## src/rtl/modn_down_timer_pkg.sv

```systemverilog
// Shared types and constants for the mod-N down timer (state enum, mode encodings).
package modn_down_timer_pkg;

  typedef enum logic {
    IDLE = 1'b0,
    RUN  = 1'b1
  } state_e;

  localparam logic MODE_ONESHOT = 1'b0;
  localparam logic MODE_RELOAD  = 1'b1;

endpackage

```

## src/rtl/modn_step_gen.sv

```systemverilog
// Step generator for the down timer. With MODN_DOWN_PRESCALE_EN defined it emits one
// step every PRESCALE enabled cycles; otherwise step is simply enable.
module modn_step_gen #(
  parameter int PRESCALE = 4
) (
  input  logic clk,
  input  logic reset_n,
  input  logic clr,
  input  logic enable,
  output logic step
);

`ifdef MODN_DOWN_PRESCALE_EN
  localparam int PW = (PRESCALE > 1) ? $clog2(PRESCALE) : 1;
  localparam logic [PW-1:0] PMAX = PW'(PRESCALE - 1);

  logic [PW-1:0] pcnt;

  // Counts enabled cycles only, so disabled cycles freeze the phase.
  always_ff @(posedge clk) begin
    if (!reset_n || clr) begin
      pcnt <= '0;
    end else if (enable) begin
      pcnt <= (pcnt == PMAX) ? '0 : pcnt + 1'b1;
    end
  end

  assign step = enable && (pcnt == PMAX);
`else
  localparam int unused_prescale = PRESCALE;
  logic unused_inputs;
  assign unused_inputs = ^{clk, reset_n, clr};
  assign step = enable;
`endif

endmodule

```

## src/rtl/modn_down_timer.sv

```systemverilog
// Mod-N down-counting timer with one-shot / auto-reload expiry.
// Optional prescaler enabled by defining MODN_DOWN_PRESCALE_EN.
module modn_down_timer
  import modn_down_timer_pkg::*;
#(
  parameter int N        = 10,
  parameter int WIDTH    = $clog2(N),
  parameter int PRESCALE = 4
) (
  input  logic             clk,
  input  logic             reset_n,
  input  logic             load,
  input  logic [WIDTH-1:0] load_val,
  input  logic             enable,
  input  logic             mode,
  output logic [WIDTH-1:0] count,
  output logic             busy,
  output logic             tz,
  output logic             done,
  output state_e           state
);

  localparam logic [WIDTH:0]   N_EXT = (WIDTH + 1)'(N);
  localparam logic [WIDTH-1:0] MAX   = WIDTH'(N - 1);

  logic [WIDTH-1:0] reload;
  logic             step;

  function automatic logic [WIDTH-1:0] clamp(input logic [WIDTH-1:0] v);
    if ({1'b0, v} >= N_EXT) return MAX;
    return v;
  endfunction

  // load clears the prescaler so the first step is a full period after the load edge.
  modn_step_gen #(
    .PRESCALE(PRESCALE)
  ) u_step_gen (
    .clk    (clk),
    .reset_n(reset_n),
    .clr    (load),
    .enable (enable),
    .step   (step)
  );

  // load is a single-cycle strobe with no back-pressure; it wins over any step or expiry.
  always_ff @(posedge clk) begin
    if (!reset_n) begin
      state  <= IDLE;
      count  <= '0;
      reload <= MAX;
      busy   <= 1'b0;
      done   <= 1'b0;
    end else begin
      done <= 1'b0;
      case (state)
        IDLE: begin
          if (load) begin
            count  <= clamp(load_val);
            reload <= clamp(load_val);
            state  <= RUN;
            busy   <= 1'b1;
          end
        end
        RUN: begin
          if (load) begin
            count  <= clamp(load_val);
            reload <= clamp(load_val);
          end else if (step) begin
            if (count != '0) begin
              count <= count - 1'b1;
            end else begin
              done <= 1'b1;
              if (mode == MODE_RELOAD) begin
                count <= reload;
              end else begin
                state <= IDLE;
                busy  <= 1'b0;
              end
            end
          end
        end
        default: begin
          state <= IDLE;
          busy  <= 1'b0;
        end
      endcase
    end
  end

  assign tz = busy && (count == '0);

endmodule

```

## config.mk

```make
export PLATFORM = sky130hd
export DESIGN_NAME = modn_down_timer
export DESIGN_NICKNAME = d
export VERILOG_FILES = /design/src/rtl/modn_down_timer_pkg.sv /design/src/rtl/modn_step_gen.sv /design/src/rtl/modn_down_timer.sv
export SDC_FILE = /design/constraint.sdc
export NUM_CORES = 1
export LEC_CHECK = 0
export CAP_MARGIN = 40
export CELL_PAD_IN_SITES_DETAIL_PLACEMENT = 1
export CELL_PAD_IN_SITES_GLOBAL_PLACEMENT = 2
export CORE_MARGIN = 2
export CORE_UTILIZATION = 27
export DETAILED_ROUTE_END_ITERATION = 8
export PLACE_DENSITY = 0.81
export SLEW_MARGIN = 20
export SYNTH_ARGS = -nofsm -noshare
export SYNTH_HDL_FRONTEND = slang
export SYNTH_SLANG_ARGS = --single-unit
```

## constraint.sdc

```tcl
create_clock -name clk -period 4.4 [get_ports clk]
set_input_delay 0.88 -clock clk [delete_from_list [all_inputs] [get_ports clk]]
set_output_delay 0.88 -clock clk [all_outputs]
set_load 0.01 [all_outputs]
```

# Yosys cells after proc, flatten, opt, wreduce, memory -nomap -nowiden
# Cells that the tools add are included.
[word_totals]
regBits = 11
in_bits = 9
out_inout_bits = 8
word_cells = 55
[classes]
n_bitwise = 3
n_lt_le_gt_ge = 1
addsub = 1
eq_ne = 8
muxes = 30
n_reduce_logical = 7
[ops]
columns = ["operator", "count"]
rows = [
  ["2-to-1 mux 4 bit", 9],
  ["2-to-1 mux 1 bit", 17],
  ["case mux 4 bit (2 select lines)", 2],
  ["inequality test 2 bit, second input constant", 6],
  ["AND reduction 5 bit", 1],
  ["greater-or-equal comparator 4 bit, second input constant", 1],
  ["zero test 4 bit", 1],
  ["inequality test 4 x 3 -> 1 bit, second input constant", 1],
  ["case mux 1 bit (2 select lines)", 2],
  ["nonzero test 4 bit", 1],
  ["OR reduction 4 bit", 1],
  ["subtractor 4 x 1 -> 4 bit, second input constant", 1],
  ["inequality test 3 bit, second input constant", 1],
  ["inverter 1 bit", 3],
  ["AND reduction 3 bit", 1],
  ["AND reduction 2 bit", 1],
  ["logical AND 1 bit", 1],
]

# Logic depth before layout (Yosys ltp)
# Gate-level depths: netlist (run 1).
[logic_depth]
ltp_word = 8
mapped_depth = 6
depth_no_buf = 6

# By module
# Synthesis (run 1) repeated with hierarchy kept, for this count alone.
[hier_totals]
cells_unflattened = 73
area_unflattened_um2 = 601.8
[by_module_without_submodules]
columns = ["mod", "cells_per_inst", "area_each_um2", "instances", "seq_area_each_um2"]
rows = [
  ["modn_down_timer", 72, 594.3, 1, 220.2],
  ["modn_step_gen", 1, 7.5, 1, 0.0],
]

# Worst setup path before layout (run 1)
# OpenSTA, ideal clock, no wires.
[synth_path]
kind = "reg2out"
start = "register count[0]"
end = "output tz"
arrival_ps = 1137
setup_slack_ps = 2383
required_time_ps = 3520
n_path_buf = 0
path_stages_with_launch = 5
cell_sequence = "dfxtp_1 > inv_1 > ha_1 > nor3b_4 > and2_2"
[synth_via]
elab_chain_len = 2
[synth_rtl]
columns = ["element", "line", "text"]
rows = [
  ["start: declaration", "modn_down_timer.sv:16", "output logic [WIDTH-1:0] count,"],
  ["start signal: assignment", "modn_down_timer.sv:58", "count <= clamp(load_val);"],
  ["start signal: assignment", "modn_down_timer.sv:66", "count <= clamp(load_val);"],
  ["start signal: assignment", "modn_down_timer.sv:70", "count <= count - 1'b1;"],
  ["zero test 4 bit", "modn_down_timer.sv:90", "assign tz = busy && (count == '0);"],
  ["logical AND 1 bit", "modn_down_timer.sv:90", ""],
  ["end: declaration", "modn_down_timer.sv:18", "output logic tz,"],
]
# Every way passes these cells.

# Worst setup path in the final report (run 1)
# Ends and elaborated chain as after synthesis.

==> results.toml, run 1 <==
[route]
dr.pass1.iters = 3
finalWirelength_mm = 1.480
drtAntennaViolNets = 0
drt_iter0_markers = 3
via_per_inst = 4.598
drc = 0
wl_per_cell_um = 12.65
vias = 538

[clock_network]
post_cts_buffers = 0
clock_latency_ns = 0.27
clkSinkCount = 11
cts_made_buffers = 3
hold_buffers = 0
clockBufferDepth = 2
cts_root_buffer = "clkbuf_4"
cts.clk_slew.worst_paths_ns = 0.07
cts_tree = "yes"
htree_num_levels = 1
ctsResizeCount = 0

[global_routing]
overflow = 0
grt_antenna_before_repair = 0
grt_first_pass_wirelength_mm = 2.525
grt_max_degree = 14
track_usage = 0.1316
first_global_vias = 541

[critical_path]
critPathMaxFanout = 6
worst_setup_path_start_kind = "register"
slowest_stage = "clkdlybuf4s50_1"
max_stage_delay_ns = 0.52
r2r_cells = 6
cp.arrival_ns = 2.00
r2r_setup_slack_ns = 2.74
worstPathRequired_ns = 3.52
r2r_start = "count[0]$_SDFFE_PN0P_"
crit_cells = 5
crit_type = "register to output pin"
crit_path_end_kind = "output pin"
path_buf_inv = 2
path_cells = "inv_1 > ha_1 > nor3b_4 > and2_2 > clkdlybuf4s50_1"
reg2reg_to = "count[0]$_SDFFE_PN0P_"
crit_family = "buffers and inverters"

[min_path]
whs_path_depth = 2
hold-path-endpoint = "reload[2]$_SDFFE_PN0P_"
hold_start = "reload[2]$_SDFFE_PN0P_"
hp-class = "register to register"

[synth]
yosys.area_share.adder = 0.02092
synth_mux_area_frac = 0.05021
synth_area_leaders = "dfxtp_1, o21ai_0, mux2i_1"
ys_async_sr_fraction = 0
synth_compound_area_frac = 0.2364
synth_cell_types = 31
synth_simple_gate_area_share = 0.2845
yosys.area.top_type_share = 0.3682
netlist_area_um2 = 598.1
ys.flop_type = "dfxtp_1"
yosys_warnings = 0
yosys.area.top_type = "dfxtp_1"
syn_nets = 81
ys_seq_area_frac = 0.3682
synth_edf_count = 0
synth_top_family_by_area = "simple AND/OR/NAND/NOR gates"
synth_seq_cells = 11
syn_inst = 71
syn_area_per_cell_um2 = 8.424
synth-xor-area-share = 0

[timing]
final_max_slew_viol_count = 0
clock.fmax_mhz = 346.9
hold_viol_final = 0
setup-tns-final_ns = 0
min_period_ns = 2.883
fin_crit_sh = 0.6551
max-slew-margin-rel = 0.7192
setup_viol_count_final = 0
finClkSkew_ns = 0.004398
rsz0062_at_grt = "false"
worstMarginPinSlew_ns = 0.4199

[floorplanning]
design.core.area_um2 = 2148
die_h_um = 51.07
die_area_um2 = 2608
initial_utilization = 0.2784
placementRows = 17
ios = 17
die_x_um = 51.07

[placement]
place_congestion = 0.8100
numPortBuffers = 16
hpwl_mm = 1.162
place_inst = 113

[final_layout]
layout_commonest_cell = "clkdlybuf4s50_1"
fin_cells = 117
syn_to_final_growth_pct = 35.56
final_cell_mix = "clkdlybuf4s50_1, dfxtp_1, o21ai_0"
nNetsFinal = 100
n_antenna_cell = 0
drive_gt1_frac = 0.1011

[pwr]
irDropWorstVdd_mv = 0.1179
power_leakage_uw = 0.0002885
p_per_area_nw_per_um2 = 312.8

[run]
drv_cap = 0

[status]
status = "complete, no violations"
==> final cells by class <==
| cell class | count | area (um^2) |
|---|---|---|
| inverters | 4 | 15.01 |
| repair buffers | 16 | 160.2 |
| clock buffers | 4 | 26.28 |
| well taps | 28 | 35.03 |
| multi-input cells | 54 | 354.1 |
| fillers | 269 | 1338 |
| flip-flops and latches | 11 | 220.2 |
==> per-stage QoR <==
step | total power [uW] | hold WS (ns) | instance area [um^2] | setup slack, ns | util
final | 253.6 | 0.4913 | 810.8 | 1.517 | 0.3774
after global routing | 272.0 | 0.5389 | 810.8 | 1.387 | 0.3774
after CTS | 261.1 | 0.4966 | 810.8 | 1.486 | 0.3774
after detailed placement | 187.4 | 0.4839 | 784.5 | 1.792 | 0.3652
after global placement | 185.9 | 0.4761 | 784.5 | 1.840 | 0.3652
after floorplan | 156.9 | 0.4356 | 598.1 | 2.383 | -
==> power by group <==
group	internal, uW	switching [uW]
sequential	106	8.21
combinational	37.4	31.7
clock	35.1	34.7
==> logic make-up after synthesis <==
kind of cell | count (synthesis)
and+or+nand+nor | 28
adders and majority gates | 1
DFF | 11
muxes | 3
buffers and inverters | 6
AOI/OAI and AO/OA | 22
==> Yosys cell counts (all sizes together) (2+ instances only) <==
master  count
o21a        2
inv         4
nand2       7
nand2b      2
mux2i       3
dfxtp      11
a31oi       2
nor2b       2
nor2        5
nand3b      3
nor3b       4
a21oi       5
and2        2
o21ai       8
==> routing by layer <==
metal  wire length (um)  vias to the layer above  global-route usage
li1                   -                      286                   -
met1                715                      242              0.1613
met2                702                        8              0.2143
met3                 49                        2             0.02047
met4                 12                        0             0.08108
met5                  0                        -                   0
==> how the worst max path moves through the flow <==
stage | start | end | slack, ns
after global placement | count[0]$_SDFFE_PN0P_ | tz | 1.84
final | count[0]$_SDFFE_PN0P_ | tz | 1.52
after detailed placement | count[0]$_SDFFE_PN0P_ | tz | 1.79
after floorplan | count[0]$_SDFFE_PN0P_ | tz | 2.38
after CTS | count[0]$_SDFFE_PN0P_ | tz | 1.49
after global routing | count[0]$_SDFFE_PN0P_ | tz | 1.39
==> worst register-to-register path, stage by stage, from the launching register on <==
cell,delay (ns)
dfxtp_1,0.44
inv_1,0.08
ha_1,0.24
nor3b_4,0.19
a21oi_2,0.27
nand2_1,0.12
o32ai_1,0.23
==> flip-flops by register name, indices dropped and copies added, names as in the netlist <==
| name | count |
|---|---|
| count | 4 |
| done | 1 |
| reload | 4 |
| state | 1 |
| busy | 1 |
(Power assumes the default switching activity.)
==> inputs of run 2 (changes only) <==
--- a/config.mk
+++ b/config.mk
@@ -9,9 +9,9 @@
 export CELL_PAD_IN_SITES_DETAIL_PLACEMENT = 1
 export CELL_PAD_IN_SITES_GLOBAL_PLACEMENT = 2
 export CORE_MARGIN = 2
-export CORE_UTILIZATION = 27
+export CORE_UTILIZATION = 23
 export DETAILED_ROUTE_END_ITERATION = 8
-export PLACE_DENSITY = 0.81
+export PLACE_DENSITY = 0.73
 export SLEW_MARGIN = 20
 export SYNTH_ARGS = -nofsm -noshare
 export SYNTH_HDL_FRONTEND = slang
==> constraint.sdc (replaced) <==
create_clock -name clk -period 2.47 [get_ports clk]
set_input_delay 0.494 -clock clk [delete_from_list [all_inputs] [get_ports clk]]
set_output_delay 0.494 -clock clk [all_outputs]
set_load 0.01 [all_outputs]
==> run 2 against run 1 <==
Compared with the run above:
- via count increased by 2.8%
- cell area increased by 2.2%
- sequential share of layout area is 0.57 points lower
- clock-buffer cell count stayed put
- worst hold slack improved by 0.0035 ns
- critical endpoint unchanged
==> results.toml, run 2 (synthesis results as in run 1) <==
[pwr]
p_per_area_nw_per_um2 = 550.1
power_frac_clock = 0.270
switchingPower_uw = 132.2
p_seq_frac = 0.448
irDropWorstVdd_mv = 0.1974
total_power_uw = 455.6
combPwrFrac = 0.282
internal_power_uw = 323.4
power_leakage_uw = 0.0002982
switching_share = 0.2902

[timing]
setup-tns-final_ns = 0
clock.fmax_mhz = 433.6
worstMarginPinSlew_ns = 0.4161
max-slew-margin-rel = 0.7218
fin_crit_sh = 0.9336
rsz0062_at_grt = "false"
setup_viol_count_final = 0
min_period_ns = 2.306
setup_ws_ns = 0.1639
finClkSkew_ns = 0.001792
holdWs_ns = 0.4949
final_max_slew_viol_count = 0
hold_viol_final = 0

[run]
drv_cap = 0

[global_routing]
grt_max_degree = 13
grt_antenna_before_repair = 0
grt_first_pass_wirelength_mm = 2.559
first_global_vias = 575
overflow = 0
track_usage = 0.1212

[floorplanning]
initial_utilization = 0.2414
die_x_um = 55.00
die_h_um = 55.00
design.core.area_um2 = 2477
die_area_um2 = 3024
ios = 17
placementRows = 18

[status]
status = "complete, no violations"

[final_layout]
final_cell_mix = "clkdlybuf4s50_1, dfxtp_1, o21ai_0"
nNetsFinal = 102
n_antenna_cell = 0
syn_to_final_growth_pct = 38.49
drive_gt1_frac = 0.1209
fin_cells = 121
layout_commonest_cell = "clkdlybuf4s50_1"
top_regs = "count (4), reload (4)"
fill_cells = 314

[route]
finalWirelength_mm = 1.508
wl_met2_um = 716
drc = 0
met1_length_um = 728
via_per_inst = 4.570
drt_iter0_markers = 4
top_layer_used = "met4"
wl_per_cell_um = 12.46
dr.pass1.iters = 4
drtAntennaViolNets = 0
vias = 553
routed-wl-met3_um = 43

[placement]
place_congestion = 0.7293
place_ws_ns = 0.4400
place_inst = 117
hpwl_mm = 1.208
numPortBuffers = 16

[clock_network]
clkSinkCount = 11
cts_root_buffer = "clkbuf_4"
htree_num_levels = 1
clockBufferDepth = 2
clock_latency_ns = 0.26
cts.clk_slew.worst_paths_ns = 0.07
ctsResizeCount = 0
post_cts_buffers = 0
cts_tree = "yes"
hold_buffers = 0
cts_made_buffers = 3

[min_path]
hp-class = "register to register"

[critical_path]
worst_setup_path_start_kind = "register"
crit_type = "register to output pin"
critPathMaxFanout = 6
worstPathRequired_ns = 1.98
crit_path_end_kind = "output pin"
cp.arrival_ns = 1.81
[run 2: changes by cell type in the layout (fill, tap and decap cells not counted), sizes merged]
cell | before | now
buf | 0 | 2
[run 2: worst max-delay path, stage by stage, from the launching register on]
cell,delay (ns)
dfxtp_1,0.42
inv_1,0.07
ha_1,0.24
nor3b_4,0.17
and2_2,0.19
clkdlybuf4s50_1,0.47
[run 2: cell type report]
class | instances | area, um^2 | area share
tap | 30 | 37.54 | 0.04532
sequential | 11 | 220.2 | 0.2659
inverter | 4 | 15.01 | 0.01813
multi-input combinational | 54 | 354.1 | 0.4275
clock buffer | 4 | 26.28 | 0.03172
timing repair buffer | 18 | 175.2 | 0.2115
[run 2: through the flow]
stage / utilization / cell area, um^2
floorplan: - / 598.1
global placement: 0.3237 / 802.0
detailed placement: 0.3237 / 802.0
CTS: 0.3343 / 828.3
global route: 0.3343 / 828.3
finish: 0.3343 / 828.3
[run 2: power groups by stage]
stage               registers [uW]  clock network [uW]  logic (uW)
floorplan                      210                   0        69.6
global placement               208                   0         130
detailed placement             209                   0         130
CTS                            204                 131         131
global route                   206                 138         145
finish                         204                 123         128
[run 2: final timing paths]
check / from / end / slack [ns] / depth (start not counted)
worst max-delay path: count[0]$_SDFFE_PN0P_ / tz / 0.16 / 5
worst max register to register: count[0]$_SDFFE_PN0P_ / count[0]$_SDFFE_PN0P_ / 0.73 / 7
worst min-delay path: reload[2]$_SDFFE_PN0P_ / reload[2]$_SDFFE_PN0P_ / 0.49 / 2
worst min register to register: reload[2]$_SDFFE_PN0P_ / reload[2]$_SDFFE_PN0P_ / 0.49 / 2
[run 2: per-layer routing]
layer / vias up / GRT usage
li1: 295 / -
met2: 7 / 0.2004
met1: 249 / 0.1487
met5: - / 0
met4: 0 / 0.06098
met3: 2 / 0.02419
==> inputs of run 3 (changes only) <==
==> constraint.sdc (replaced) <==
create_clock -name clk -period 2 [get_ports clk]
set_input_delay 0.4 -clock clk [delete_from_list [all_inputs] [get_ports clk]]
set_output_delay 0.4 -clock clk [all_outputs]
set_load 0.01 [all_outputs]
==> run 3 against run 2 <==
Compared with the run above:
- utilization is 1.2 points higher
- cell count up 3.3%
- routed wire length increased by 4.0%
- combinational power up 38%
- worst hold slack worse by 0.0072 ns
- largest power group unchanged
==> results.toml, run 3 (synthesis results as in run 1) <==
[status]
status = "complete, no violations"

[clock_network]
clockBufferDepth = 2
htree_num_levels = 1
clock_latency_ns = 0.27
cts_root_buffer = "clkbuf_4"
cts_tree = "yes"
clkSinkCount = 11
hold_buffers = 0
cts_made_buffers = 3
cts.clk_slew.worst_paths_ns = 0.08

[final_layout]
syn_to_final_growth_pct = 43.31
n_antenna_cell = 0
final_cell_mix = "clkdlybuf4s50_1, dfxtp_1, o21ai_0"
nNetsFinal = 106
top_regs = "count (4), reload (4)"
drive_gt1_frac = 0.1579
layout_commonest_cell = "clkdlybuf4s50_1"

[critical_path]
cp.arrival_ns = 1.49
worst_setup_path_start_kind = "register"
critPathMaxFanout = 2
crit_path_end_kind = "output pin"
crit_type = "register to output pin"
worstPathRequired_ns = 1.60

[timing]
setup_viol_count_final = 0
final_max_slew_viol_count = 0
worstMarginPinSlew_ns = 0.4222
holdWs_ns = 0.4876
max-slew-margin-rel = 0.7177
fin_crit_sh = 0.9435
finClkSkew_ns = 0.003311
min_period_ns = 1.887
rsz0062_at_grt = "false"
hold_viol_final = 0
setup-tns-final_ns = 0
clock.fmax_mhz = 529.9

[global_routing]
overflow = 0
grt_first_pass_wirelength_mm = 2.553
grt_antenna_before_repair = 0
grt_max_degree = 13
track_usage = 0.1226
first_global_vias = 570

[floorplanning]
die_x_um = 55.00
ios = 17
die_area_um2 = 3024
placementRows = 18
design.core.area_um2 = 2477
initial_utilization = 0.2414
die_h_um = 55.00

[pwr]
internal_power_uw = 409.1
p_seq_frac = 0.425
power_frac_clock = 0.273
p_per_area_nw_per_um2 = 680.3
switching_share = 0.2983
power_leakage_uw = 0.0003221
switchingPower_uw = 173.9
irDropWorstVdd_mv = 0.2482
combPwrFrac = 0.302

[min_path]
hp-class = "register to register"

[route]
dr.pass1.iters = 4
wl_per_cell_um = 12.55
finalWirelength_mm = 1.569
drt_iter0_markers = 4
vias = 588
via_per_inst = 4.704
drc = 0
drtAntennaViolNets = 0

[placement]
place_congestion = 0.7462
numPortBuffers = 16
hpwl_mm = 1.245

[run]
drv_cap = 0
[run 3: cell types whose count changed in the layout (fill, tap and decap cells not counted), sizes merged]
| cell | change |
|---|---|
| clkdlybuf4s50 | -1 |
| buf | +4 |
| dlygate4sd2 | +1 |
[run 3: stage by stage]
stage	total power (uW)	cells	cell area [um^2]	utilization	setup WS, ns
3_5_place_dp	433.0	121	832.0	0.3359	0.2085
6_report	583.1	125	857.1	0.3460	0.1129
3_3_place_gp	432.0	121	832.0	0.3359	0.2369
4_1_cts	596.5	125	857.1	0.3460	0.1002
2_1_floorplan	345.2	71	598.1	-	0.4630
5_1_grt	630.8	125	857.1	0.3460	0.03059
[run 3: critical path: stages (launching register included)]
cell           delay (ns)
dfxtp_1              0.34
inv_1                0.05
ha_1                 0.21
nor3b_4              0.15
and2_2               0.19
dlygate4sd2_1        0.27
[run 3: worst paths after layout]
check / start / to / slack [ns] / cells past startpoint
max: count[0]$_SDFFE_PN0P_ / tz / 0.11 / 5
min: reload[2]$_SDFFE_PN0P_ / reload[2]$_SDFFE_PN0P_ / 0.49 / 2
max reg2reg: count[0]$_SDFFE_PN0P_ / count[0]$_SDFFE_PN0P_ / 0.35 / 7
min reg2reg: reload[2]$_SDFFE_PN0P_ / reload[2]$_SDFFE_PN0P_ / 0.49 / 2
[run 3: area by class of cell]
cell class | instances | area (um^2)
clock buffer | 4 | 26.28
fill | 312 | 1620
inverter | 4 | 15.01
sequential | 11 | 220.2
timing repair buffer | 22 | 203.9
tap | 30 | 37.54
multi-input combinational | 54 | 354.1
[run 3: repair_timing]
action                                  4_1_cts  5_1_grt
hold endpoints to repair                      0        0
resized for setup                             1        0
endpoints found under the setup margin        1        0
setup buffers                                 0        0
[run 3: power groups by stage]
stage	combinational, uW	sequential, uW	clock, uW
after floorplan	85.9	259	0
after global placement	180	252	0
after detailed placement	179	254	0
after CTS	179	248	169
after global routing	196	250	184
final	176	248	159
[run 3: per-layer routing]
metal,up-vias,routed length (um),track usage
met5,-,0,0
met2,10,741,0.1885
met4,0,51,0.08537
met3,5,45,0.02419
li1,296,-,-
met1,277,731,0.1524
